$ cat config.mk
export PLATFORM = sky130hd
export DESIGN_NAME = ex_mem_skid_stage
export DESIGN_NICKNAME = d
export VERILOG_FILES = /design/src/rtl/ex_mem_skid_stage.sv
export SDC_FILE = /design/constraint.sdc
export NUM_CORES = 1
export LEC_CHECK = 0
export ABC_CLOCK_PERIOD_IN_PS = 23300
export CORE_ASPECT_RATIO = 1.75
export CORE_UTILIZATION = 45
export DETAILED_ROUTE_END_ITERATION = 6
export PLACE_DENSITY = 0.73
export SLEW_MARGIN = 30
export SYNTH_ARGS = -nofsm -noshare
export SYNTH_HDL_FRONTEND = slang
export SYNTH_SLANG_ARGS = --single-unit
$ cat constraint.sdc
create_clock -name clk -period 23.3 [get_ports clk]
set_input_delay 4.66 -clock clk [delete_from_list [all_inputs] [get_ports clk]]
set_output_delay 4.66 -clock clk [all_outputs]
set_load 0.05 [all_outputs]
$ cat src/rtl/ex_mem_skid_stage.sv
// ex_mem_skid_stage: EX -> MEM pipeline register with a two-entry skid buffer.
// Holds the ALU result and writeback control in a head (H) and skid (S) entry,
// and owns the architectural NZCV flag register. Flags commit when EX hands an
// entry over, not when MEM consumes it.
// Optional build macro EX_MEM_FWD_EN adds hazard-bypass outputs describing the
// youngest buffered entry that will write a register.
module ex_mem_skid_stage #(
    parameter int DATA_W = 256,
    parameter int REG_W  = 4
) (
    input  logic              clk,
    input  logic              rst,
    input  logic              flush,
    input  logic              in_valid,
    output logic              in_ready,
    input  logic [DATA_W-1:0] in_result,
    input  logic [3:0]        in_flags,
    input  logic [REG_W-1:0]  in_rd,
    input  logic              in_vec,
    input  logic              in_we,
    input  logic              in_flag_we,
    output logic              out_valid,
    input  logic              out_ready,
    output logic [DATA_W-1:0] out_result,
    output logic [REG_W-1:0]  out_rd,
    output logic              out_vec,
    output logic              out_we,
    output logic [3:0]        nzcv,
    output logic [1:0]        count
`ifdef EX_MEM_FWD_EN
    ,
    output logic              fwd_valid,
    output logic [REG_W-1:0]  fwd_rd,
    output logic [DATA_W-1:0] fwd_result,
    output logic              fwd_vec
`endif
);

    // Skid entry; the head entry lives directly in the out_* registers.
    logic [DATA_W-1:0] s_result;
    logic [REG_W-1:0]  s_rd;
    logic              s_vec;
    logic              s_we;

    logic accept;
    logic pop;

    // Ready depends only on registered occupancy and flush, so EX never sees
    // a combinational path from MEM's ready.
    assign in_ready  = (count < 2'd2) && !flush;
    assign out_valid = (count != 2'd0);
    assign accept    = in_valid && in_ready;
    assign pop       = out_valid && out_ready;

    // Occupancy, entry storage and flag register update.
    always_ff @(posedge clk or posedge rst) begin
        if (rst) begin
            count      <= 2'd0;
            out_result <= '0;
            out_rd     <= '0;
            out_vec    <= 1'b0;
            out_we     <= 1'b0;
            s_result   <= '0;
            s_rd       <= '0;
            s_vec      <= 1'b0;
            s_we       <= 1'b0;
            nzcv       <= 4'b0000;
        end else begin
            if (accept && in_flag_we) begin
                nzcv <= in_flags;
            end
            if (flush) begin
                count <= 2'd0;
            end else begin
                case (count)
                    2'd0: begin
                        if (accept) begin
                            out_result <= in_result;
                            out_rd     <= in_rd;
                            out_vec    <= in_vec;
                            out_we     <= in_we;
                            count      <= 2'd1;
                        end
                    end
                    2'd1: begin
                        if (accept && pop) begin
                            out_result <= in_result;
                            out_rd     <= in_rd;
                            out_vec    <= in_vec;
                            out_we     <= in_we;
                        end else if (accept) begin
                            s_result <= in_result;
                            s_rd     <= in_rd;
                            s_vec    <= in_vec;
                            s_we     <= in_we;
                            count    <= 2'd2;
                        end else if (pop) begin
                            count <= 2'd0;
                        end
                    end
                    2'd2: begin
                        if (pop) begin
                            out_result <= s_result;
                            out_rd     <= s_rd;
                            out_vec    <= s_vec;
                            out_we     <= s_we;
                            count      <= 2'd1;
                        end
                    end
                    default: begin
                        count <= 2'd0;
                    end
                endcase
            end
        end
    end

`ifdef EX_MEM_FWD_EN
    // Bypass source: the skid entry is younger than the head, so it wins when
    // both will write.
    always_comb begin
        fwd_valid  = 1'b0;
        fwd_rd     = out_rd;
        fwd_result = out_result;
        fwd_vec    = out_vec;
        if (count == 2'd2 && s_we) begin
            fwd_valid  = 1'b1;
            fwd_rd     = s_rd;
            fwd_result = s_result;
            fwd_vec    = s_vec;
        end else if (count != 2'd0 && out_we) begin
            fwd_valid  = 1'b1;
        end
        if (flush) begin
            fwd_valid = 1'b0;
        end
    end
`endif

endmodule
==> results.json, run 1 <==
{
  "status": "completed",
  "worst_pin_slew_ns": 0.996,
  "ant_nets": 0,
  "vias": 13800,
  "synth-seq-area-share": 0.558,
  "synth_area_mm2": 0.0238,
  "die_w_um": 176,
  "die_h_um": 306,
  "setup_tns_ns": 0,
  "cts_tree": "yes",
  "worstSkewPairLatency_ns": 0.59,
  "clkTransAtPathRegs_ns": 0.06,
  "first_global_vias": 15300,
  "period_needed_ns": 11.00,
  "ys_seq_elements": 530,
  "first_pass_iters": 4,
  "final_net_count": 2223,
  "grtUsageTotal": 0.216,
  "combPwrFrac": 0.321,
  "end_kind": "primary output",
  "synth_cell_type_count": 23,
  "crit_top_cell": "clkdlybuf4s50_1",
  "rsz0062_at_grt": "no",
  "crit_arrival_ns": 6.34,
  "place_inst": 2573,
  "grt_pass1_wl_um": 90000,
  "dpl.hpwl_um": 39500,
  "clock-root-buffer": "clkbuf_16",
  "cts_resized": 0,
  "crit_buf_inv": 2,
  "p_leak_nw": 13.3,
  "path_cells": "clkdlybuf4s50_1, nor2_1, clkdlybuf4s50_1",
  "setup_viol": 0,
  "p_switching_mw": 1.03,
  "max_freq_mhz": 90.9,
  "p_int_mw": 2.04,
  "fillers": 4087,
  "relSlewSlack": 0.336,
  "syn2layout_area_growth_pct": 31.0,
  "powerDensity_mw_per_mm2": 98.6,
  "cts.path.max_buffers": 3,
  "p_sw_frac": 0.336,
  "hold_path.class": "reg2reg",
  "vias_per_cell": 5.14,
  "drv_slew": 0,
  "fin_skew_ns": 0.0175,
  "synth_cells": 1425,
  "irDropWorstVdd_uv": 72.7,
  "pwr-share-clk": 0.266,
  "cts_buffers": 51,
  "worstSetupStartpointType": "input pin",
  "path_class": "in2out",
  "cts.sink_count": 530,
  "cts_hold_buf": 0,
  "io_pins": 542,
  "cp_max_fo": 7,
  "antenna_found_initial": 14,
  "rows": 111,
  "die_area_mm2": 0.0538,
  "portBuffers": 541,
  "start_util": 0.455,
  "gp_congestion": 0.787,
  "grt_max_degree": 178,
  "drcViolationCount": 0,
  "synth_warnings": 0,
  "grt-ovfl-total": 0,
  "h-tree-depth": 2,
  "place_ws_ns": 12.28,
  "maxCapViolCount": 0,
  "postCtsSetupBuffers": 0,
  "core_region_area_mm2": 0.0522,
  "period_share": 0.472,
  "worstPathRequired_ns": 18.64,
  "hold_viol": 0,
  "finalNonFillerCells": 2683,
  "crit_slowest_cell": "clkdlybuf4s50_1",
  "syn_avg_cell_area_um2": 16.7,
  "drive_gt1_frac": 0.412,
  "fin_ws_ns": 12.30,
  "synth_nets": 1697,
  "cp_top_family": "buffers and inverters",
  "p_seq_frac": 0.412,
  "cp_slowest_stage_delay_ns": 0.86,
  "wl_per_cell_um": 21.7,
  "wirelength_um": 58300,
  "whs_ns": 0.487,
  "drt_iter0_markers": 483
}
[state kept, by name, indices dropped and copies added (netlist names)]
name,count
count,2
nzcv,4
out_rd,4
out_result,256
out_vec,1
out_we,1
s_rd,4
s_result,256
s_vec,1
s_we,1
[stage by stage]
step	total power, mW	util	instance area (um^2)
3_5_place_dp	2.27	0.563	29400
3_3_place_gp	2.23	0.562	29300
6_report	3.07	0.596	31100
4_1_cts	3.10	0.594	31000
2_1_floorplan	1.92	-	23800
5_1_grt	3.20	0.596	31100
[final timing paths]
kind / start / endpoint / slack [ns] / cells after the start
min in group asynchronous: rst / out_result[149]$_DFFE_PP0P_ / 4.61 / 2
max in group asynchronous: rst / out_result[185]$_DFFE_PP0P_ / 17.33 / 4
setup / recovery: flush / in_ready / 12.30 / 3
hold / removal: out_result[45]$_DFFE_PP0P_ / out_result[45]$_DFFE_PP0P_ / 0.49 / 1
setup reg to reg: count[1]$_DFFE_PP0P_ / out_result[216]$_DFFE_PP0P_ / 19.46 / 6
hold reg to reg: out_result[45]$_DFFE_PP0P_ / out_result[45]$_DFFE_PP0P_ / 0.49 / 1
[layer usage]
layer  part of all wire  global-route usage  wire, um  vias to the layer above
met4              0.054               0.122      3130                        0
met2               0.52               0.377     30100                      426
met1               0.36               0.236     21200                     7062
met3              0.066              0.0565      3850                      135
li1                   -                   -         -                     6177
met5                  0                   0         0                        -
[layout make-up]
type                    count  area, um^2  area share
clock buffers              71        1470      0.0472
repair buffers            560        5670       0.182
flip-flops and latches    530       13300       0.426
multi-input cells         807        9670       0.311
clock inverters            22         160     0.00514
diodes                     14        35.0     0.00112
well taps                 678         848      0.0272
inverters                   1        16.3    0.000522
[cells in the mapped netlist, drive strengths merged]
cell | number | area share
mux2 | 790 | 0.40
nand3 | 1 | 0.00021
a21oi | 2 | 0.00042
nor2b | 2 | 0.00053
nor3 | 1 | 0.00021
or2 | 1 | 0.00026
inv | 1 | 0.00016
mux2i | 1 | 0.00042
o31ai | 1 | 0.00053
o21ba | 1 | 0.00042
dfrtp | 530 | 0.56
nand4bb | 1 | 0.00047
nor2 | 3 | 0.00047
and3b | 1 | 0.00037
nand2 | 1 | 0.00016
buf | 87 | 0.036
or3b | 1 | 0.00037
[worst register-to-register path, stage by stage (launching register included)]
cell	delay, ns
dfrtp_1	0.51
mux2i_1	0.20
o31ai_4	0.20
buf_6	0.58
buf_4	0.88
buf_4	0.88
mux2_2	0.45
[cells by family (layout without fill, tap and decap cells)]
family                 count (synthesis)  count (layout)  share of synthesized area
multiplexers                         791             791                      0.401
other                                  0              14                          0
AND/OR/NAND/NOR                       12              12                    0.00305
buffers and inverters                 88             654                     0.0361
flip-flops                           530             530                      0.558
AO/OA/AOI/OAI                          4               4                    0.00137
[placed cells by master, fill, tap and decap left out, drive strengths merged]
cell type	count
clkbuf	71
a21oi	2
mux2	790
nand3	1
buf	19
bufinv	1
or3b	1
nor3	1
clkinv	17
clkinvlp	1
clkdlybuf4s50	541
mux2i	1
or2	1
nor2	3
o31ai	1
nor2b	2
nand2	1
nand4bb	1
and3b	1
o21ba	1
dfrtp	530
diode	14
inv	4
[power groups by stage]
| stage | logic, mW | clock network (mW) | registers [mW] |
|---|---|---|---|
| 5_1_grt | 1.03 | 0.873 | 1.29 |
| 2_1_floorplan | 0.328 | 0 | 1.60 |
| 6_report | 0.987 | 0.818 | 1.27 |
| 3_3_place_gp | 0.973 | 0 | 1.26 |
| 3_5_place_dp | 0.991 | 0 | 1.28 |
| 4_1_cts | 0.995 | 0.840 | 1.27 |
Note: power is estimated with default switching activity, not from simulation.
==> run 2, diff against run 1 <==
- ABC_CLOCK_PERIOD_IN_PS: 23300 -> 9300
- PLACE_DENSITY: 0.73 -> 0.76
- clock period: 23.3 -> 9.3 ns (I/O delays scaled with it)
==> results.json, run 2 (synthesized netlist as in run 1, its figures left out) <==
{
  "cp_top_family": "buffers and inverters",
  "setup_tns_ns": 0,
  "start_util": 0.455,
  "cts_buffers": 49,
  "drt_iter0_markers": 533,
  "cts_resized": 0,
  "placed_cell_area_mm2": 0.0294,
  "setup_viol": 0,
  "dpl.hpwl_um": 38600,
  "final_net_count": 2221,
  "drive_gt1_frac": 0.410,
  "drcViolationCount": 0,
  "vias_per_cell": 5.14,
  "hold_path.class": "reg2reg",
  "combPwrFrac": 0.317,
  "core_region_area_mm2": 0.0522,
  "path_class": "in2out",
  "syn2layout_area_growth_pct": 31.3,
  "wl_per_cell_um": 21.2,
  "fin_skew_ns": 0.0216,
  "period_share": 0.571,
  "clkTransAtPathRegs_ns": 0.06,
  "cts_hold_buf": 0,
  "cp_slowest_stage_delay_ns": 0.83,
  "status": "completed",
  "final_core_util": 0.598,
  "postCtsSetupBuffers": 0,
  "p_int_mw": 5.23,
  "crit_top_cell": "clkdlybuf4s50_1",
  "finish.instance_area_mm2": 0.0312,
  "path_cells": "clkdlybuf4s50_1, nor2_1, clkdlybuf4s50_1",
  "p_sw_frac": 0.327,
  "p_leak_nw": 13.3,
  "worstSkewPairLatency_ns": 0.56,
  "power_mw": 7.77,
  "first_pass_iters": 4,
  "end_kind": "primary output",
  "io_pins": 542,
  "biggestRegsByFlops": "out_result (256), s_result (256)",
  "die_w_um": 176,
  "cts_tree": "yes",
  "p_switching_mw": 2.54,
  "grt_pass1_wl_um": 87600,
  "die_h_um": 306,
  "grt-ovfl-total": 0,
  "vias": 13800,
  "rows": 111,
  "portBuffers": 541,
  "first_global_vias": 15400,
  "worstSetupStartpointType": "input pin",
  "cp_max_fo": 7,
  "crit_arrival_ns": 3.45,
  "powerDensity_mw_per_mm2": 249,
  "p_seq_frac": 0.408,
  "hold_viol": 0,
  "worstPathRequired_ns": 7.44,
  "maxCapViolCount": 0,
  "h-tree-depth": 2,
  "clock-root-buffer": "clkbuf_16",
  "whs_ns": 0.489,
  "gp_congestion": 0.794,
  "relSlewSlack": 0.366,
  "worst_pin_slew_ns": 0.951,
  "period_needed_ns": 5.31,
  "cts.sink_count": 530,
  "drv_slew": 0,
  "crit_buf_inv": 2,
  "wirelength_um": 57000,
  "pwr-share-clk": 0.275,
  "final_cell_mix": "541 x mux2_2, 541 x clkdlybuf4s50_1, 530 x dfrtp_1",
  "grt_max_degree": 160,
  "die_area_mm2": 0.0538,
  "antenna_found_initial": 17,
  "irDropWorstVdd_uv": 195,
  "grtUsageTotal": 0.208,
  "crit_slowest_cell": "clkdlybuf4s50_1",
  "rsz0062_at_grt": "no",
  "cts.path.max_buffers": 3,
  "ant_nets": 0,
  "max_freq_mhz": 188
}
-- run 2: cell types whose count changed in the layout (fill, tap and decap cells not counted), sizes merged --
cell / before / now
inv: 4 / 2
diode: 14 / 18
bufinv: 1 / 6
clkinvlp: 1 / 2
clkinv: 17 / 8
clkbuf: 71 / 73
-- run 2: power groups by stage --
stage	logic [mW]	registers (mW)	clock network (mW)
finish	2.46	3.17	2.14
global placement	2.43	3.16	0
floorplan	0.822	4.00	0
CTS	2.48	3.17	2.20
global route	2.57	3.24	2.28
detailed placement	2.48	3.20	0
-- run 2: final cells by class --
class	count	area, um^2
clock buffers	73	1470
multi-input cells	807	9670
clock inverters	17	249
diodes	18	45.0
flip-flops and latches	530	13300
well taps	678	848
repair buffers	560	5650
inverters	1	7.51
fillers	4069	21000
-- run 2: worst paths after layout --
path	from	to	slack [ns]	cells after the start
worst max register to register	count[1]$_DFFE_PP0P_	out_result[215]$_DFFE_PP0P_	6.10	5
worst max-delay path	flush	in_ready	3.99	3
min in group asynchronous	rst	out_result[177]$_DFFE_PP0P_	1.53	2
worst min-delay path	out_result[37]$_DFFE_PP0P_	out_result[37]$_DFFE_PP0P_	0.49	1
worst min register to register	out_result[37]$_DFFE_PP0P_	out_result[37]$_DFFE_PP0P_	0.49	1
max in group asynchronous	rst	s_result[240]$_DFFE_PP0P_	5.95	4
-- run 2: routing by layer --
| layer | vias up | global-route usage | part of all wire |
|---|---|---|---|
| met5 | - | 0 | 0 |
| met4 | 0 | 0.116 | 0.048 |
| met3 | 115 | 0.0485 | 0.062 |
| met2 | 437 | 0.369 | 0.53 |
| met1 | 7066 | 0.226 | 0.36 |
| li1 | 6178 | - | - |
-- run 2: through the flow --
| stage | instances | setup slack [ns] |
|---|---|---|
| after floorplan | 1425 | 0.236 |
| after global placement | 2574 | 3.98 |
| after detailed placement | 2574 | 3.97 |
| after CTS | 2664 | 3.97 |
| after global routing | 2683 | 3.93 |
| final | 2684 | 3.99 |
==> run 3, diff against run 2 <==
- ABC_CLOCK_PERIOD_IN_PS: 9300 -> 4800
- clock period: 9.3 -> 4.8 ns (I/O delays scaled with it)
==> results.json, run 3 (synthesized netlist as in run 1, its figures left out) <==
{
  "reg2reg_from": "count[1]$_DFFE_PP0P_",
  "syn2layout_area_growth_pct": 31.8,
  "cts_tree": "yes",
  "crit_top_cell": "clkdlybuf4s50_1",
  "biggestRegsByFlops": "out_result (256), s_result (256)",
  "finish.instance_area_mm2": 0.0313,
  "dr_wl_met2_um": 30100,
  "p_seq_frac": 0.405,
  "fin_skew_ns": 0.0183,
  "wl_met3_um": 3930,
  "worstSetupStartpointType": "input pin",
  "cts_buffers": 50,
  "finalNonFillerCells": 2687,
  "setup_viol": 0,
  "irDropWorstVdd_uv": 349,
  "hold_viol": 0,
  "top_layer_used": "met4",
  "path_cells": "clkdlybuf4s50_1, nor2_1, clkdlybuf4s50_1",
  "postCtsSetupBuffers": 0,
  "worstSkewPairLatency_ns": 0.57,
  "crit_arrival_ns": 2.45,
  "fin_ws_ns": 1.39,
  "routedLengthMet1_um": 20800,
  "drive_gt1_frac": 0.413,
  "wirelength_um": 58000,
  "p_switching_mw": 4.99,
  "cts.sink_count": 530,
  "clock-root-buffer": "clkbuf_16",
  "fillers": 4002,
  "cp_top_family": "buffers and inverters",
  "first_pass_iters": 4,
  "first_global_vias": 15700,
  "cts_resized": 0,
  "p_leak_nw": 13.4,
  "hold_path.class": "reg2reg",
  "dpl.hpwl_um": 39400,
  "die_w_um": 176,
  "wl_per_cell_um": 21.6,
  "combPwrFrac": 0.317,
  "cts.path.max_buffers": 3,
  "drcViolationCount": 0,
  "ant_nets": 0,
  "whs_ns": 0.486,
  "period_needed_ns": 3.41,
  "core_region_area_mm2": 0.0522,
  "relSlewSlack": 0.398,
  "portBuffers": 541,
  "vias_per_cell": 5.18,
  "gp_congestion": 0.822,
  "r2r-end": "out_result[216]$_DFFE_PP0P_",
  "drt_iter0_markers": 455,
  "end_kind": "primary output",
  "place_ws_ns": 1.38,
  "die_area_mm2": 0.0538,
  "p_sw_frac": 0.329,
  "worst_pin_slew_ns": 0.903,
  "start_util": 0.455,
  "place_inst": 2581,
  "rr_worst_depth": 5,
  "grt-ovfl-total": 0,
  "grtUsageTotal": 0.215,
  "maxCapViolCount": 0,
  "rows": 111,
  "die_h_um": 306,
  "status": "completed",
  "h-tree-depth": 2,
  "cts_hold_buf": 0,
  "final_cell_mix": "541 x mux2_2, 541 x clkdlybuf4s50_1, 530 x dfrtp_1",
  "p_int_mw": 10.2,
  "pwr-share-clk": 0.278,
  "rsz0062_at_grt": "no",
  "io_pins": 542,
  "antenna_found_initial": 18,
  "period_share": 0.711,
  "vias": 13900,
  "path_class": "in2out",
  "drv_slew": 0,
  "worstPathRequired_ns": 3.84,
  "placed_cell_area_mm2": 0.0296,
  "final_net_count": 2227,
  "min_to": "out_result[39]$_DFFE_PP0P_",
  "crit_buf_inv": 2,
  "cp_slowest_stage_delay_ns": 0.81,
  "cp_max_fo": 7,
  "holdPathStages": 1,
  "grt_pass1_wl_um": 89800,
  "clkTransAtPathRegs_ns": 0.06,
  "crit_slowest_cell": "clkdlybuf4s50_1",
  "grt_max_degree": 137,
  "powerDensity_mw_per_mm2": 484,
  "reg2reg_slack_ns": 2.38,
  "max_freq_mhz": 293,
  "min_from": "out_result[39]$_DFFE_PP0P_"
}
[run 3: power by group through the flow]
| stage | registers [mW] | clock network [mW] | logic [mW] |
|---|---|---|---|
| finish | 6.15 | 4.22 | 4.80 |
| global route | 6.28 | 4.48 | 5.00 |
| floorplan | 7.75 | 0 | 1.59 |
| detailed placement | 6.20 | 0 | 4.82 |
| CTS | 6.14 | 4.34 | 4.84 |
| global placement | 6.12 | 0 | 4.72 |
[run 3: final cells by class]
class | instances | area (um^2) | share of cell area
inverters | 1 | 7.51 | 0.000240
clock inverters | 25 | 355 | 0.0113
multi-input cells | 807 | 9670 | 0.309
repair buffers | 565 | 5760 | 0.184
well taps | 678 | 848 | 0.0271
clock buffers | 63 | 1380 | 0.0441
flip-flops and latches | 530 | 13300 | 0.423
diodes | 18 | 45.0 | 0.00144
[run 3: worst max path at each step]
stage	from	end	slack, ns	depth (start not counted)
after floorplan	rst	count[0]$_DFFE_PP0P_	-3.36	1
after global placement	flush	in_ready	1.39	3
after detailed placement	flush	in_ready	1.38	3
after CTS	flush	in_ready	1.39	3
after global routing	flush	in_ready	1.30	3
final	flush	in_ready	1.39	3
[run 3: per-layer routing]
layer,GRT usage,vias up
li1,-,6197
met1,0.230,7139
met2,0.374,456
met3,0.0546,132
met4,0.136,0
met5,0,-
[run 3: stage by stage]
stage	total power, mW	setup TNS (ns)	utilization
after floorplan	9.34	-1782.97	-
after global placement	10.8	0	0.566
after detailed placement	11.0	0	0.566
after CTS	15.3	0	0.599
after global routing	15.8	0	0.600
final	15.2	0	0.600
[run 3: worst reg2reg max path: stages, from the launching register on]
cell and delay, ns:
dfrtp_1 0.47, mux2i_1 0.21, o31ai_4 0.31, buf_12 0.40, buf_12 0.47, mux2_2 0.42
